$ cat config.mk
export PLATFORM = sky130hd
export DESIGN_NAME = foo_pipe_arbiter
export DESIGN_NICKNAME = d
export VERILOG_FILES = /design/src/rtl/foo_pipe_arbiter.sv
export SDC_FILE = /design/constraint.sdc
export NUM_CORES = 1
export LEC_CHECK = 0
export CELL_PAD_IN_SITES_DETAIL_PLACEMENT = 0
export CELL_PAD_IN_SITES_GLOBAL_PLACEMENT = 1
export CORE_ASPECT_RATIO = 0.7
export CORE_MARGIN = 5
export CORE_UTILIZATION = 14
export CTS_CLUSTER_SIZE = 20
export DETAILED_ROUTE_END_ITERATION = 8
export GPL_ROUTABILITY_DRIVEN = 0
export GPL_TIMING_DRIVEN = 0
export PLACE_DENSITY_LB_ADDON = 0.25
export SLEW_MARGIN = 40
export SYNTH_ARGS = -nofsm -noshare
export SYNTH_HDL_FRONTEND = slang
export SYNTH_SLANG_ARGS = --single-unit
$ cat constraint.sdc
create_clock -name clk -period 2.06 [get_ports clk]
set_input_delay 0.412 -clock clk [delete_from_list [all_inputs] [get_ports clk]]
set_output_delay 0.412 -clock clk [all_outputs]
set_load 0.1 [all_outputs]
$ cat src/rtl/foo_pipe_arbiter.sv
// -----------------------------------------------------------------------------
// foo_pipe_arbiter
//
// Round-robin scheduler that shares one instance of the untagged `foo`
// pipeline among NUM_REQ requesters. Each cycle at most one requester is
// granted, and its operand is driven into the pipeline. A shadow tag line that
// matches the pipeline latency routes each result back to the requester that
// issued it.
//
// Ports:
//   clk               sole clock, rising edge
//   rst               asynchronous reset, active low (0 = in reset)
//   enable            1 = new grants allowed; 0 = no issue, in-flight ops drain
//   req_valid         per-requester operand valid
//   req_data          operands, requester i at [i*DATA_WIDTH +: DATA_WIDTH]
//   req_ready         one-hot-or-zero grant
//   pipe_input_valid  to foo.input_valid
//   pipe_x            to foo.x (zero when not issuing)
//   pipe_out          from foo.out
//   resp_valid        one-hot-or-zero result strobe, no backpressure
//   resp_data         shared result bus (zero when no strobe)
//   inflight          issued but not yet returned op count
//   busy              inflight != 0
// -----------------------------------------------------------------------------
module foo_pipe_arbiter #(
    parameter int unsigned NUM_REQ    = 4,
    parameter int unsigned DATA_WIDTH = 32,
    parameter int unsigned LATENCY    = 3
) (
    input  logic                            clk,
    input  logic                            rst,
    input  logic                            enable,
    input  logic [NUM_REQ-1:0]              req_valid,
    input  logic [NUM_REQ*DATA_WIDTH-1:0]   req_data,
    output logic [NUM_REQ-1:0]              req_ready,
    output logic                            pipe_input_valid,
    output logic [DATA_WIDTH-1:0]           pipe_x,
    input  logic [DATA_WIDTH-1:0]           pipe_out,
    output logic [NUM_REQ-1:0]              resp_valid,
    output logic [DATA_WIDTH-1:0]           resp_data,
    output logic [$clog2(LATENCY+1)-1:0]    inflight,
    output logic                            busy
);

    localparam int unsigned IDW = (NUM_REQ > 1) ? $clog2(NUM_REQ) : 1;
    localparam int unsigned CW  = $clog2(LATENCY + 1);

    // -------------------------------------------------------------------------
    // Reset release synchronizer: issue is held off until the deassertion of
    // rst has passed through two flops, so the first grant is visible after
    // the second rising edge following release.
    // -------------------------------------------------------------------------
    logic [1:0] rst_sync_q;
    logic       run;

    always_ff @(posedge clk or negedge rst) begin
        if (!rst) begin
            rst_sync_q <= '0;
        end else begin
            rst_sync_q <= {rst_sync_q[0], 1'b1};
        end
    end

    assign run = rst_sync_q[1] & rst;

    // -------------------------------------------------------------------------
    // Round-robin grant
    // -------------------------------------------------------------------------
    logic [IDW-1:0] last_grant_q;
    logic [IDW-1:0] last_grant_d;
    logic [IDW-1:0] grant_id;
    logic           grant_found;
    logic           issue;

    // Scan last_grant+1, last_grant+2, ... modulo NUM_REQ; first valid wins.
    always_comb begin
        logic [IDW-1:0] idx;
        grant_found = 1'b0;
        grant_id    = '0;
        idx         = '0;
        for (int unsigned k = 1; k <= NUM_REQ; k++) begin
            idx = IDW'((32'(last_grant_q) + k) % NUM_REQ);
            if (!grant_found && req_valid[idx]) begin
                grant_found = 1'b1;
                grant_id    = idx;
            end
        end
    end

    assign issue = grant_found & enable & run;

    always_comb begin
        last_grant_d = last_grant_q;
        if (issue) begin
            last_grant_d = grant_id;
        end
    end

    always_ff @(posedge clk or negedge rst) begin
        if (!rst) begin
            last_grant_q <= IDW'(NUM_REQ - 1);
        end else begin
            last_grant_q <= last_grant_d;
        end
    end

    // Grant and operand mux toward the pipeline
    always_comb begin
        req_ready        = '0;
        pipe_x           = '0;
        pipe_input_valid = issue;
        for (int unsigned i = 0; i < NUM_REQ; i++) begin
            if (issue && (grant_id == IDW'(i))) begin
                req_ready[i] = 1'b1;
                pipe_x       = req_data[i*DATA_WIDTH +: DATA_WIDTH];
            end
        end
    end

    // -------------------------------------------------------------------------
    // Shadow tag line: mirrors the foo pipeline, advancing every cycle.
    // -------------------------------------------------------------------------
    logic           tag_v_q  [LATENCY];
    logic [IDW-1:0] tag_id_q [LATENCY];
    logic           tag_v_d  [LATENCY];
    logic [IDW-1:0] tag_id_d [LATENCY];

    always_comb begin
        tag_v_d[0]  = issue;
        tag_id_d[0] = grant_id;
        for (int unsigned i = 1; i < LATENCY; i++) begin
            tag_v_d[i]  = tag_v_q[i-1];
            tag_id_d[i] = tag_id_q[i-1];
        end
    end

    always_ff @(posedge clk or negedge rst) begin
        if (!rst) begin
            for (int unsigned i = 0; i < LATENCY; i++) begin
                tag_v_q[i]  <= 1'b0;
                tag_id_q[i] <= '0;
            end
        end else begin
            for (int unsigned i = 0; i < LATENCY; i++) begin
                tag_v_q[i]  <= tag_v_d[i];
                tag_id_q[i] <= tag_id_d[i];
            end
        end
    end

    // Retire from the tail stage; it is valid exactly while foo.out holds
    // the matching result.
    logic           retire;
    logic [IDW-1:0] retire_id;

    assign retire    = tag_v_q[LATENCY-1];
    assign retire_id = tag_id_q[LATENCY-1];

    always_comb begin
        resp_valid = '0;
        resp_data  = '0;
        for (int unsigned i = 0; i < NUM_REQ; i++) begin
            if (retire && (retire_id == IDW'(i))) begin
                resp_valid[i] = 1'b1;
            end
        end
        if (retire) begin
            resp_data = pipe_out;
        end
    end

    // -------------------------------------------------------------------------
    // In-flight counter
    // -------------------------------------------------------------------------
    logic [CW-1:0] inflight_q;
    logic [CW-1:0] inflight_d;

    always_comb begin
        inflight_d = inflight_q;
        case ({issue, retire})
            2'b10:   inflight_d = inflight_q + CW'(1);
            2'b01:   inflight_d = inflight_q - CW'(1);
            default: inflight_d = inflight_q;
        endcase
    end

    always_ff @(posedge clk or negedge rst) begin
        if (!rst) begin
            inflight_q <= '0;
        end else begin
            inflight_q <= inflight_d;
        end
    end

    assign inflight = inflight_q;
    assign busy     = (inflight_q != '0);

endmodule
==> results_dict.tcl <==
set metrics [dict create \
    outcome "finished with violations" \
    violations "setup timing" \
    initial_utilization_pct 14.3 \
    period_share_pct 133 \
    post-route-min-period_ns 2.73 \
    hold_buffers 0 \
    tns_ns -22.57 \
    slowest_delay_ns 0.53 \
    drive_above_1_share_pct 48.6 \
    yosysTopAreaCell "mux2i_1" \
    slew_violations 0 \
    gr-total-overflow 0 \
    design.core.area_um2 12400 \
    synth-main-ff-cell "dfrtp_1" \
    num-fill-cells 1150 \
    first_pass_iters 4 \
    cts-root-buf "clkbuf_16" \
    rows 34 \
    die-height_um 104 \
    synth.most_common_cell "mux2i_1" \
    syn2layout_area_growth_pct 232 \
    p_sw_w 0.00162 \
    holdWs_ns 0.0195 \
    synth_seq_area_share_pct 21.3 \
    nets 650 \
    synth_edf_count 0 \
    internal_power_w 0.00183 \
    setup_ws_ns -0.671 \
    synth.avg_cell_area_um2 8.56 \
    via_per_inst 4.17 \
    fin_skew_ns 0.00281 \
    postSynth.asyncResetShare_pct 100 \
    drt-wirelength-per-cell_um 16.2 \
    cts_tree "yes" \
    netlist_top_cells_area "mux2i_1 19%, dfrtp_1 18%, and2_1 11%" \
    power_leakage_nw 2.25 \
    grt_pass1_vias 2843 \
    cp_max_fo 6 \
    worstSetupPathType "reg2out" \
    cp_slowest_cell "dfstp_2" \
    drc 0 \
    hpwl_um 8060 \
    cts_buffer_depth 2 \
    hold_violations 0 \
    synth_seq_cells 15 \
    fmax_mhz 366 \
    cts_buffers 3 \
    cp.arrival_ns 2.32 \
    yosysWarnings 0 \
    grt_max_degree 17 \
    fin_area_um2 5890 \
    fp.dieArea_um2 15000 \
    cp-end-kind "output pin" \
    die_w_um 144 \
    p_seq_share_pct 12.3 \
    syn_nets 375 \
    worstPathRequired_ns 1.65 \
    netlist-cell-type-count 36 \
    port_buffers 242 \
    p_per_area_nw_per_um2 586 \
    hold_path_class "in2async" \
    crit_family "buffers and inverters" \
    rsz0062_at_grt "yes" \
    vias 2682 \
    antenna_found_initial 0 \
    utilization_pct 47.4 \
    drv_cap 0 \
    start_kind "flip-flop" \
    report.power.total_w 0.00345 \
    grt.total_usage_pct 12.6 \
    insertion_delay_ns 0.24 \
    path_cells "buf_4 > buf_6 > nor2b_1 > a21o_1 > or2_4 > buf_12 > mux2i_4 > o21ai_4 > buf_12" \
    first_iter_violations 50 \
    num_antenna_cells 0 \
    peakVddDrop_v 0.000463 \
    place_area_um2 4570 \
    cts_max_level 1 \
    ant_nets 0 \
    pwr-share-clk_pct 10.5 \
    grt_pass1_wl_um 15300 \
    synthCells 207 \
    crit_top_cell "buf_12" \
    clock-sinks 15 \
    comb_power_share_pct 77.2 \
    synth_top_area_share_pct 19.2 \
    clk_pin_slew_worst_paths_ns 0.05 \
    setup_violations 36 \
    sw_frac_of_total_pct 46.9 \
    finalWirelength_um 10400 \
    crit_buf_inv 4 \
    ios 243 \
    synth_common_cells "34 x mux2i_1, 32 x and2_1, 28 x o21ai_1" \
    syn_area_um2 1770 \
]
## placed cells by master, fill, tap and decap left out, drive strengths merged
cell / netlist / final
clkdlybuf4s50: 0 / 160
buf: 13 / 113
o21ai: 35 / 35
mux2i: 34 / 34
and2: 33 / 33
a22oi: 32 / 32
clkbuf: 6 / 17
dfrtp: 13 / 13
nor2: 7 / 7
nand2: 5 / 5
or2: 3 / 4
nor2b: 3 / 3
nor4: 2 / 2
nand3: 2 / 2
xnor2: 2 / 2
dfstp: 2 / 2
nor3b: 2 / 2
clkinvlp: 0 / 1
a221oi: 1 / 1
a21o: 1 / 1
inv: 2 / 1
nand2b: 1 / 1
nand3b: 1 / 1
a31oi: 1 / 1
and3b: 1 / 1
and3: 1 / 1
o21a: 1 / 1
xor2: 1 / 1
ha: 1 / 1
bufbuf: 0 / 1
dlygate4sd2: 0 / 1
conb: 1 / 1
## routing by layer
layer | GRT usage (%) | vias up | part of all wire, %
li1 | - | 1315 | -
met1 | 15.2 | 1239 | 39
met2 | 22.8 | 124 | 51
met3 | 3.95 | 4 | 9.5
met4 | 1.07 | 0 | 0.44
met5 | 0 | - | 0
## final cells by class
cell class | instances | area, µm² | area share (%)
Inverter | 2 | 11.3 | 0.191
Timing Repair Buffer | 270 | 3000 | 50.9
Sequential cell | 15 | 379 | 6.44
Clock buffer | 4 | 78.8 | 1.34
Tap cell | 162 | 203 | 3.44
Multi-Input combinational cell | 172 | 1960 | 33.3
Buffer | 18 | 258 | 4.38
## logic make-up after synthesis
logic type      Yosys count  share of synthesized area (%)
mux                      34                           19.2
compound gates           71                           29.1
flops                    15                           21.3
simple gates             61                           20.9
fa+ha+maj                 1                          0.706
other cells               1                          0.212
buf+inv                  21                           7.06
xor+xnor                  3                           1.48
## what timing repair did
action	4_1_cts	5_1_grt
endpoints found under the setup margin	64	63
setup buffers	22	1
resized for setup	248	28
pin swaps	9	29
cloned	2	5
## state kept, by name (all words and copies together) (netlist names)
register / count
inflight: 2
retire: 1
retire_id: 2
tag_v_d: 2
last_grant_q: 2
rst_sync_q: 2
tag_id_d: 4
## worst paths after layout
check                                startpoint              end  slack [ns]  depth (start not counted)
worst min register to register      tag_id_d[3]      tag_id_d[1]        0.34                          0
worst min-delay path                        rst      inflight[0]        0.02                          1
max in group asynchronous                   rst  last_grant_q[1]        1.80                          1
min in group clk                    tag_id_d[3]      tag_id_d[1]        0.34                          0
worst max-delay path            last_grant_q[0]       pipe_x[20]       -0.67                          9
worst max register to register  last_grant_q[0]  last_grant_q[0]        0.24                          7
## through the flow
stage / setup slack (ns) / instances
CTS: -0.684 / 637
global route: -0.752 / 643
detailed placement: -1.86 / 611
global placement: -2.58 / 611
finish: -0.671 / 643
floorplan: -0.554 / 207
## power groups by stage
stage               registers (W)  clock network, W  logic (W)
global placement         0.000424                 0    0.00212
global route             0.000436          0.000390    0.00277
detailed placement       0.000428                 0    0.00202
CTS                      0.000425          0.000373    0.00247
finish                   0.000423          0.000362    0.00266
floorplan                0.000566                 0    0.00134
(Power assumes the default switching activity.)
